--- src/rtl/axis_hash_check_pkg.sv ---
// rtl/axis_hash_check_pkg.sv - shared constants for the hash-check frame engine
package axis_hash_check_pkg;

    localparam int NUMBER_OF_HASH_WORDS = 8;
    localparam int WORD_W               = 32;

    localparam logic [1:0] S_RECV    = 2'd0;
    localparam logic [1:0] S_COMPARE = 2'd1;
    localparam logic [1:0] S_SEND    = 2'd2;

    localparam int ST_HIT     = 0;
    localparam int ST_SHORT   = 1;
    localparam int ST_NOTLAST = 2;

    function automatic logic [WORD_W-1:0] pack_status(input logic hit,
                                                      input logic short_f,
                                                      input logic notlast);
        logic [WORD_W-1:0] s;
        s             = '0;
        s[ST_HIT]     = hit;
        s[ST_SHORT]   = short_f;
        s[ST_NOTLAST] = notlast;
        return s;
    endfunction

endpackage

--- src/rtl/hash_cmp_serial.sv ---
// rtl/hash_cmp_serial.sv - word-serial digest <= target comparator, MS word first
module hash_cmp_serial
    import axis_hash_check_pkg::*;
#(
    parameter int NW = 8
) (
    input  logic                         clk,
    input  logic                         rst_n,
    input  logic                         start,
    input  logic [NW-1:0][WORD_W-1:0]    digest,
    input  logic [NW-1:0][WORD_W-1:0]    target,
    output logic                         done,
    output logic                         hit
);

    localparam int IW = $clog2(NW);

    logic              busy_q;
    logic [IW-1:0]     idx_q;
    logic [IW-1:0]     cur;
    logic              active;
    logic [WORD_W-1:0] dw;
    logic [WORD_W-1:0] tw;

    // The start cycle already examines the top word, so an early mismatch costs one cycle.
    assign cur    = start ? IW'(NW - 1) : idx_q;
    assign active = start || busy_q;
    assign dw     = digest[cur];
    assign tw     = target[cur];
    assign done   = active && ((dw != tw) || (cur == '0));
    assign hit    = active && (dw <= tw);

    always_ff @(posedge clk or negedge rst_n) begin
        if (!rst_n) begin
            busy_q <= 1'b0;
            idx_q  <= '0;
        end else if (active && !done) begin
            busy_q <= 1'b1;
            idx_q  <= cur - IW'(1);
        end else begin
            busy_q <= 1'b0;
        end
    end

endmodule

--- src/rtl/axis_hash_check.sv ---
// rtl/axis_hash_check.sv - collects a digest frame, compares against target, reports status and count
module axis_hash_check
    import axis_hash_check_pkg::*;
#(
    parameter int C_S_AXIS_TDATA_WIDTH = 32,
    parameter int C_M_AXIS_TDATA_WIDTH = 32,
    parameter int NUMBER_OF_HASH_WORDS = axis_hash_check_pkg::NUMBER_OF_HASH_WORDS
) (
    input  logic                                s00_axis_aclk,
    input  logic                                s00_axis_aresetn,
    input  logic [NUMBER_OF_HASH_WORDS*32-1:0]  target,
    output logic                                s00_axis_tready,
    input  logic [C_S_AXIS_TDATA_WIDTH-1:0]     s00_axis_tdata,
    input  logic [C_S_AXIS_TDATA_WIDTH/8-1:0]   s00_axis_tstrb,
    input  logic                                s00_axis_tlast,
    input  logic                                s00_axis_tvalid,
    output logic                                m00_axis_tvalid,
    output logic [C_M_AXIS_TDATA_WIDTH-1:0]     m00_axis_tdata,
    output logic [C_M_AXIS_TDATA_WIDTH/8-1:0]   m00_axis_tstrb,
    output logic                                m00_axis_tlast,
    input  logic                                m00_axis_tready,
    output logic                                hit_pulse
);

    localparam int            IW       = $clog2(NUMBER_OF_HASH_WORDS);
    localparam logic [IW-1:0] LAST_IDX = IW'(NUMBER_OF_HASH_WORDS - 1);

    logic [1:0]                                    state;
    logic [IW-1:0]                                 wr_idx;
    logic [NUMBER_OF_HASH_WORDS-1:0][WORD_W-1:0]   digest_q;
    logic [NUMBER_OF_HASH_WORDS-1:0][WORD_W-1:0]   target_q;
    logic                                          short_q;
    logic                                          notlast_q;
    logic [WORD_W-1:0]                             digest_cnt;
    logic                                          s_ready_q;
    logic                                          cmp_start_q;
    logic                                          beat_ok;
    logic                                          frame_end;
    logic                                          cmp_start;
    logic                                          cmp_done;
    logic                                          cmp_hit;
    logic                                          final_hit;
    logic                                          unused_tstrb;

    assign unused_tstrb    = &{1'b0, s00_axis_tstrb};
    assign s00_axis_tready = s_ready_q;
    assign m00_axis_tstrb  = '1;
    assign beat_ok         = s00_axis_tvalid && s_ready_q;
    assign frame_end       = beat_ok && (s00_axis_tlast || (wr_idx == LAST_IDX));
    assign cmp_start       = cmp_start_q && !short_q;
    assign final_hit       = !short_q && cmp_hit;

    // Digest buffer and frame target snapshot; no reset needed, written only on accepted beats.
    always_ff @(posedge s00_axis_aclk) begin
        if (beat_ok) begin
            digest_q[wr_idx] <= s00_axis_tdata;
            if (wr_idx == '0) begin
                target_q <= target;
            end
        end
    end

    hash_cmp_serial #(
        .NW (NUMBER_OF_HASH_WORDS)
    ) u_cmp (
        .clk    (s00_axis_aclk),
        .rst_n  (s00_axis_aresetn),
        .start  (cmp_start),
        .digest (digest_q),
        .target (target_q),
        .done   (cmp_done),
        .hit    (cmp_hit)
    );

    always_ff @(posedge s00_axis_aclk or negedge s00_axis_aresetn) begin
        if (!s00_axis_aresetn) begin
            state           <= S_RECV;
            wr_idx          <= '0;
            short_q         <= 1'b0;
            notlast_q       <= 1'b0;
            digest_cnt      <= '0;
            s_ready_q       <= 1'b0;
            cmp_start_q     <= 1'b0;
            m00_axis_tvalid <= 1'b0;
            m00_axis_tdata  <= '0;
            m00_axis_tlast  <= 1'b0;
            hit_pulse       <= 1'b0;
        end else begin
            hit_pulse   <= 1'b0;
            cmp_start_q <= 1'b0;
            case (state)
                S_RECV: begin
                    s_ready_q <= 1'b1;
                    if (frame_end) begin
                        state       <= S_COMPARE;
                        wr_idx      <= '0;
                        short_q     <= s00_axis_tlast && (wr_idx != LAST_IDX);
                        notlast_q   <= !s00_axis_tlast;
                        s_ready_q   <= 1'b0;
                        cmp_start_q <= 1'b1;
                    end else if (beat_ok) begin
                        wr_idx <= wr_idx + IW'(1);
                    end
                end
                S_COMPARE: begin
                    if (short_q || cmp_done) begin
                        state           <= S_SEND;
                        digest_cnt      <= digest_cnt + 32'd1;
                        hit_pulse       <= final_hit;
                        m00_axis_tvalid <= 1'b1;
                        m00_axis_tdata  <= pack_status(final_hit, short_q, notlast_q);
                        m00_axis_tlast  <= 1'b0;
                    end
                end
                S_SEND: begin
                    // tlast doubles as the beat index: low on the status beat, high on the count beat.
                    if (m00_axis_tvalid && m00_axis_tready) begin
                        if (!m00_axis_tlast) begin
                            m00_axis_tdata <= digest_cnt;
                            m00_axis_tlast <= 1'b1;
                        end else begin
                            state           <= S_RECV;
                            m00_axis_tvalid <= 1'b0;
                            m00_axis_tlast  <= 1'b0;
                            m00_axis_tdata  <= '0;
                            short_q         <= 1'b0;
                            notlast_q       <= 1'b0;
                            s_ready_q       <= 1'b1;
                        end
                    end
                end
                default: begin
                    state     <= S_RECV;
                    s_ready_q <= 1'b0;
                end
            endcase
        end
    end

endmodule

--- config.mk ---
export PLATFORM = sky130hd
export DESIGN_NAME = axis_hash_check
export DESIGN_NICKNAME = d
export VERILOG_FILES = /design/src/rtl/axis_hash_check_pkg.sv /design/src/rtl/hash_cmp_serial.sv /design/src/rtl/axis_hash_check.sv
export SDC_FILE = /design/constraint.sdc
export NUM_CORES = 1
export LEC_CHECK = 0
export ABC_AREA = 1
export BUFFER_PORTS_ARGS = -buffer_cell sky130_fd_sc_hd__clkbuf_2
export CAP_MARGIN = 30
export CORE_MARGIN = 2
export CORE_UTILIZATION = 47
export DETAILED_ROUTE_END_ITERATION = 12
export PLACE_DENSITY_LB_ADDON = 0.12
export SYNTH_ARGS = -nofsm -noshare
export SYNTH_HDL_FRONTEND = slang
export SYNTH_HIERARCHICAL = 1
export SYNTH_SLANG_ARGS = --single-unit
--- constraint.sdc ---
create_clock -name s00_axis_aclk -period 14.2 [get_ports s00_axis_aclk]
set_clock_uncertainty 0.2 [all_clocks]
set_input_delay 4.26 -clock s00_axis_aclk [delete_from_list [all_inputs] [get_ports s00_axis_aclk]]
set_output_delay 4.26 -clock s00_axis_aclk [all_outputs]
set_load 0.01 [all_outputs]
# Word-level counts from Yosys, hierarchy flattened
# Cells that the tools add are included.
# word_totals
reg_bits,592
inputBits,297
output_inout_bits,40
word_cells,117
# op_classes
n_addsub,3
magnitude_cmp,4
eq_ne,9
muxes,40
bitwise_logic,1
n_reduce_logical,31
# op_table
op,count
$bwmux W256,1
$bmux W32 S3,2
$mux W32,6
$demux W32 S3,1
$pmux W32 S2,1
$add A32 B1 Y32 const B,1
$le A32 B32 Y1,1
$ne A32 B32 Y1,1
$mux W1,16
$reduce_and A4 Y1,3
$logic_and A1 B1 Y1,10
$mux W3,3
$lt A3 B4 Y1 const B,2
$mux W2,4
$ne A2 B2 Y1 const B,4
$pmux W1 S2,4
$logic_not A3 Y1,2
$pmux W2 S3,1
$reduce_and A2 Y1,3
$reduce_and A3 Y1,2
$reduce_bool A2 Y1,3
$logic_or A1 B1 Y1,4
$add A3 B1 Y3 const B,1
$eq A3 B3 Y1 const B,1
9 further kinds,11

# Depth between registers and ports, before layout
# logic_depth
depth_word,11
depth_mapped,28
depth_no_buf,26

# By module
# Netlist, hierarchy kept.
# by_module_without_submodules
mod,instances,cells_per_inst,area_per_inst_um2,seq_area_each_um2
axis_hash_check,1,995,19343.6,17276.6
hash_cmp_serial,1,885,4865.9,100.1

# Worst setup path before layout
# Ideal clock, no wire load.
# synth_path
path_type,in2reg
from,in s00_axis_tvalid
to,"reg target_q[0] in the netlist's numbering, enable pin"
setup_ns,0.882
arrival_ns,14.965
required_ns,13.118
setup_slack_ns,-1.847
stages,2
n_path_buf,0
path_cell_list,nand2_1 -> nor2_1
# synth_via
elab_chain_len,2
# synth_rtl
item,line_no,rtl
from (decl),axis_hash_check.sv:16,"input logic s00_axis_tvalid,"
$logic_and A1 B1 Y1,axis_hash_check.sv:48,assign beat_ok = s00_axis_tvalid && s_ready_q;
$reduce_and A2 Y1 (no line),n/a,
to (signal assigned),axis_hash_check.sv:58,target_q <= target;
to (decl),axis_hash_check.sv:31,logic [NUMBER_OF_HASH_WORDS-1:0][WORD_W-1:0] target_q;
# No other way between the ends.
# A chain may end at the register's enable or synchronous reset.

# Final worst setup path
# layout_path
from,in s00_axis_tvalid
to,"reg target_q[90] in the netlist's numbering, enable pin"
# The elaborated chain is that of the path after synthesis.

==> results.rst <==
.. list-table::
   :header-rows: 1

   * - Metric
     - Value
   * - Final hold violation count
     - 0
   * - Proportion of total power due to net switching
     - between 20 and 30%
   * - Number of input and output port buffers inserted
     - roughly 330
   * - Critical setup path kind
     - in2reg
   * - Sequential cell area fraction in the yosys report
     - 71.8%
   * - Worst path arrival time
     - ~6.4 ns
   * - Horizontal extent of the die
     - approximately 230 um
   * - Tightest slew margin relative to the limit
     - a little under two fifths
   * - Mapped cell area
     - between 20,000 and 25,000 um^2
   * - Final setup margin
     - 7.90 ns
   * - CTS Hold Bufs
     - 0
   * - 1st-iter DRT viols
     - 1,337
   * - Gate count after technology mapping
     - ~1,900
   * - Hold Worst Slack
     - between 0.2 and 0.3 ns
   * - Global-route wire length before repair
     - ~96,000 um
   * - Starting density of the core
     - between 40% and 50%
   * - Number of top-level pins
     - approximately 340
   * - GRT Resource Usage Total
     - around a quarter
   * - Max Fclk
     - between 150 and 200 MHz
   * - Area growth, synth to finish
     - 17.4%
   * - Largest voltage drop on the vdd net
     - roughly 0.00011 V
   * - Total die area
     - about 53,000 um^2
   * - Power per unit of standard cell area
     - ~160 nW/um^2
   * - Yosys top cell area share
     - 63.5%
   * - Maximum Capacitance Violations
     - 0
   * - Post-layout power
     - around 4.6 mW
   * - Yosys warns
     - 6
   * - RSZ-0062 raised after global routing
     - no
   * - Cell variety after synth
     - 44
   * - Top library cells by usage in the layout, fill and taps aside
     - sky130_fd_sc_hd__edfxtp_1, sky130_fd_sc_hd__clkbuf_2, sky130_fd_sc_hd__nand2_1
   * - Average routed wire per standard cell
     - between 20 and 25 um
   * - Number of inserted filler cells in the final layout
     - approximately 4,300
   * - Req. time, crit path
     - between 10 and 15 ns
   * - Antenna violations before repair
     - 22
   * - Overall die height
     - around 230 um
   * - Share of power burned in the clock network
     - roughly 33%
   * - Number of buffers added by the clock tree synthesis step
     - 60
   * - Post-CTS sizing
     - 0
   * - Sink count of the clock tree
     - just under 600
   * - Cell Int Power
     - between 3 and 4 mW
   * - Vias post-DR
     - 16,150
   * - Post-layout minimum cycle time
     - about 6.3 ns
   * - NumNets Final
     - approximately 2,500
   * - Avg Inst Size Synth
     - approximately 13 um^2
   * - CTS H-tree depth
     - 2
   * - Count of standard-cell rows
     - 83
   * - CORE AREA
     - about 50,000 um^2
   * - Reg clk slew, reported paths
     - approximately 0.06 ns
   * - Maximum number of pins on one net before global-route repair
     - 183
   * - Switching Power
     - roughly 1.3 mW
   * - Initial DRT Pass Iterations
     - 5
   * - Worst-Skew Late Latency
     - just over 0.6 ns
   * - Proportion of layout cells with a drive suffix above 1
     - a little over a fifth
   * - Part of the cycle the worst path needs
     - between 40% and 50%
   * - Result of the run
     - completed
   * - Cell types with the largest area share after synthesis
     - sky130_fd_sc_hd__edfxtp_1, sky130_fd_sc_hd__dfrtp_1, sky130_fd_sc_hd__nand2_1
   * - DP HPWL
     - a little under 40,000 um
   * - Detailed Route WL
     - 63,800 um
   * - HP Class
     - reg2reg
   * - Via/cell ratio
     - between 5 and 6
   * - Leakage power total
     - about 11 nW
   * - Drc violations
     - 0
   * - Number of global-route vias before repair
     - about 16,000
   * - Number of buffers inserted by post-CTS setup repair
     - 0
   * - Overflow left after global routing
     - 0
   * - Share of total power in sequential cells
     - approximately 47%
   * - Root Buffer
     - sky130_fd_sc_hd__clkbuf_16
   * - TritonCTS clock tree
     - done
   * - Relative contribution of combinational cells to total power
     - 19.5%
   * - Maximum count of clock buffers along a single path
     - 3
   * - Post-Place Worst Slack
     - 6.39 ns
   * - Most common cell after layout, fill and taps aside
     - sky130_fd_sc_hd__edfxtp_1
   * - Final-report max-slew violation count
     - 0
   * - Post-Route Setup TNS
     - 0 ns
   * - Number of nets still failing antenna checks after routing
     - 0
   * - Number of storage elements in the synthesis netlist
     - a little under 600
   * - Measured slew at the worst slew-check pin
     - ~0.94 ns
   * - Type of element capturing the critical path
     - flop
   * - Cell type with the largest total area after synthesis
     - sky130_fd_sc_hd__edfxtp_1
   * - Maximum fanout along the worst path
     - around 70
   * - Critical path startpoint category
     - input port
   * - Routability congestion estimate from global placement
     - between 0.8 and 0.9
   * - Setup-failing EPs final
     - 0
==> cells in the mapped netlist, drive strengths merged <==
cell and instances:
nand2 271, o22ai 49, nor2 222, nand4 18, a21oi 32, inv 84, buf 71, o21ai 219
o211ai 2, a221oi 32, a221o 3, o221ai 61, a21o 2, xnor2 3, nor2b 1, edfxtp 512
nand3 75, a22oi 3, dfrtp 80, ha 42, o21a 3, a31oi 19, clkbuf 38, or2 1
xor2 14, conb 1, o31ai 16, nor3 6
==> per-stage QoR <==
stage          instances  cell area, um^2  utilization, %
6_report            2931            28400            55.6
5_1_grt             2929            28400            55.6
4_1_cts             2916            28300            55.5
3_5_place_dp        2804            26400            51.7
3_3_place_gp        2802            26400            51.6
2_1_floorplan       1883            24200               -
==> final cells by class <==
class,instances,area (um^2),share of cell area [%]
Antenna cell,13,32.5,0.114
Inverter,84,323,1.14
Tap cell,680,851,2.99
Sequential cell,592,17400,61.1
Clock buffer,81,1670,5.88
Clock inverter,31,249,0.876
Timing Repair Buffer,352,1900,6.69
Multi-Input combinational cell,1098,6020,21.2
==> routing by layer <==
metal  global-route usage, %  wire length, um  vias up
met5                       0              110        -
met4                    8.83             1790       18
met3                    5.85             4430      106
met2                    38.3            31200      514
met1                    31.5            26200     7946
li1                        -                -     7566
==> final timing paths <==
check	depth (start not counted)	to	slack (ns)	from
worst max-delay path	5	target_q[90]$_DFFE_PP_	7.90	s00_axis_tvalid
worst min-delay path	2	m00_axis_tdata[20]$_DFFE_PN0P_	0.28	m00_axis_tdata[20]$_DFFE_PN0P_
worst max register to register	22	m00_axis_tdata[1]$_DFFE_PN0P_	7.90	short_q$_DFFE_PN0P_
worst min register to register	2	m00_axis_tdata[20]$_DFFE_PN0P_	0.28	m00_axis_tdata[20]$_DFFE_PN0P_
max in group asynchronous	2	digest_cnt[31]$_DFFE_PN0P_	9.90	s00_axis_aresetn
min in group asynchronous	1	state[0]$_DFFE_PN0P_	3.30	s00_axis_aresetn
==> worst max-delay path, cell delays in order <==
cell and delay [ns]:
sky130_fd_sc_hd__clkbuf_2 0.08, sky130_fd_sc_hd__nand2_1 0.13, sky130_fd_sc_hd__nor2_4 0.74, sky130_fd_sc_hd__buf_4 0.33
sky130_fd_sc_hd__buf_4 0.72
==> kinds of logic after synthesis <==
kind of cell,synth area share (%)
xor gates and xnor gates,0.646
and+or+nand+nor,10.6
other,0.0155
DFF,71.8
adders and majority gates,2.17
AOI/OAI and AO/OA,11.3
buffers and inverters,3.57
==> registers in the layout, summed over array words and instances, names as in the netlist <==
name / count
cmp_start_q: 1
digest_cnt: 32
digest_q: 256
hit_pulse: 1
m00_axis_tdata: 32
m00_axis_tlast: 1
m00_axis_tvalid: 1
notlast_q: 1
s00_axis_tready: 1
short_q: 1
state: 2
target_q: 256
u_cmp/busy_q: 1
u_cmp/idx_q: 3
wr_idx: 3
==> power groups by stage <==
stage / combinational, mW / clock [mW] / sequential (mW)
final: 0.898 / 1.54 / 2.17
after global routing: 1.00 / 1.64 / 2.18
after CTS: 0.899 / 1.58 / 2.17
after detailed placement: 0.895 / 0 / 2.20
after global placement: 0.873 / 0 / 2.20
after floorplan: 0.585 / 0 / 2.22
Power figures use the tool's default switching activity.
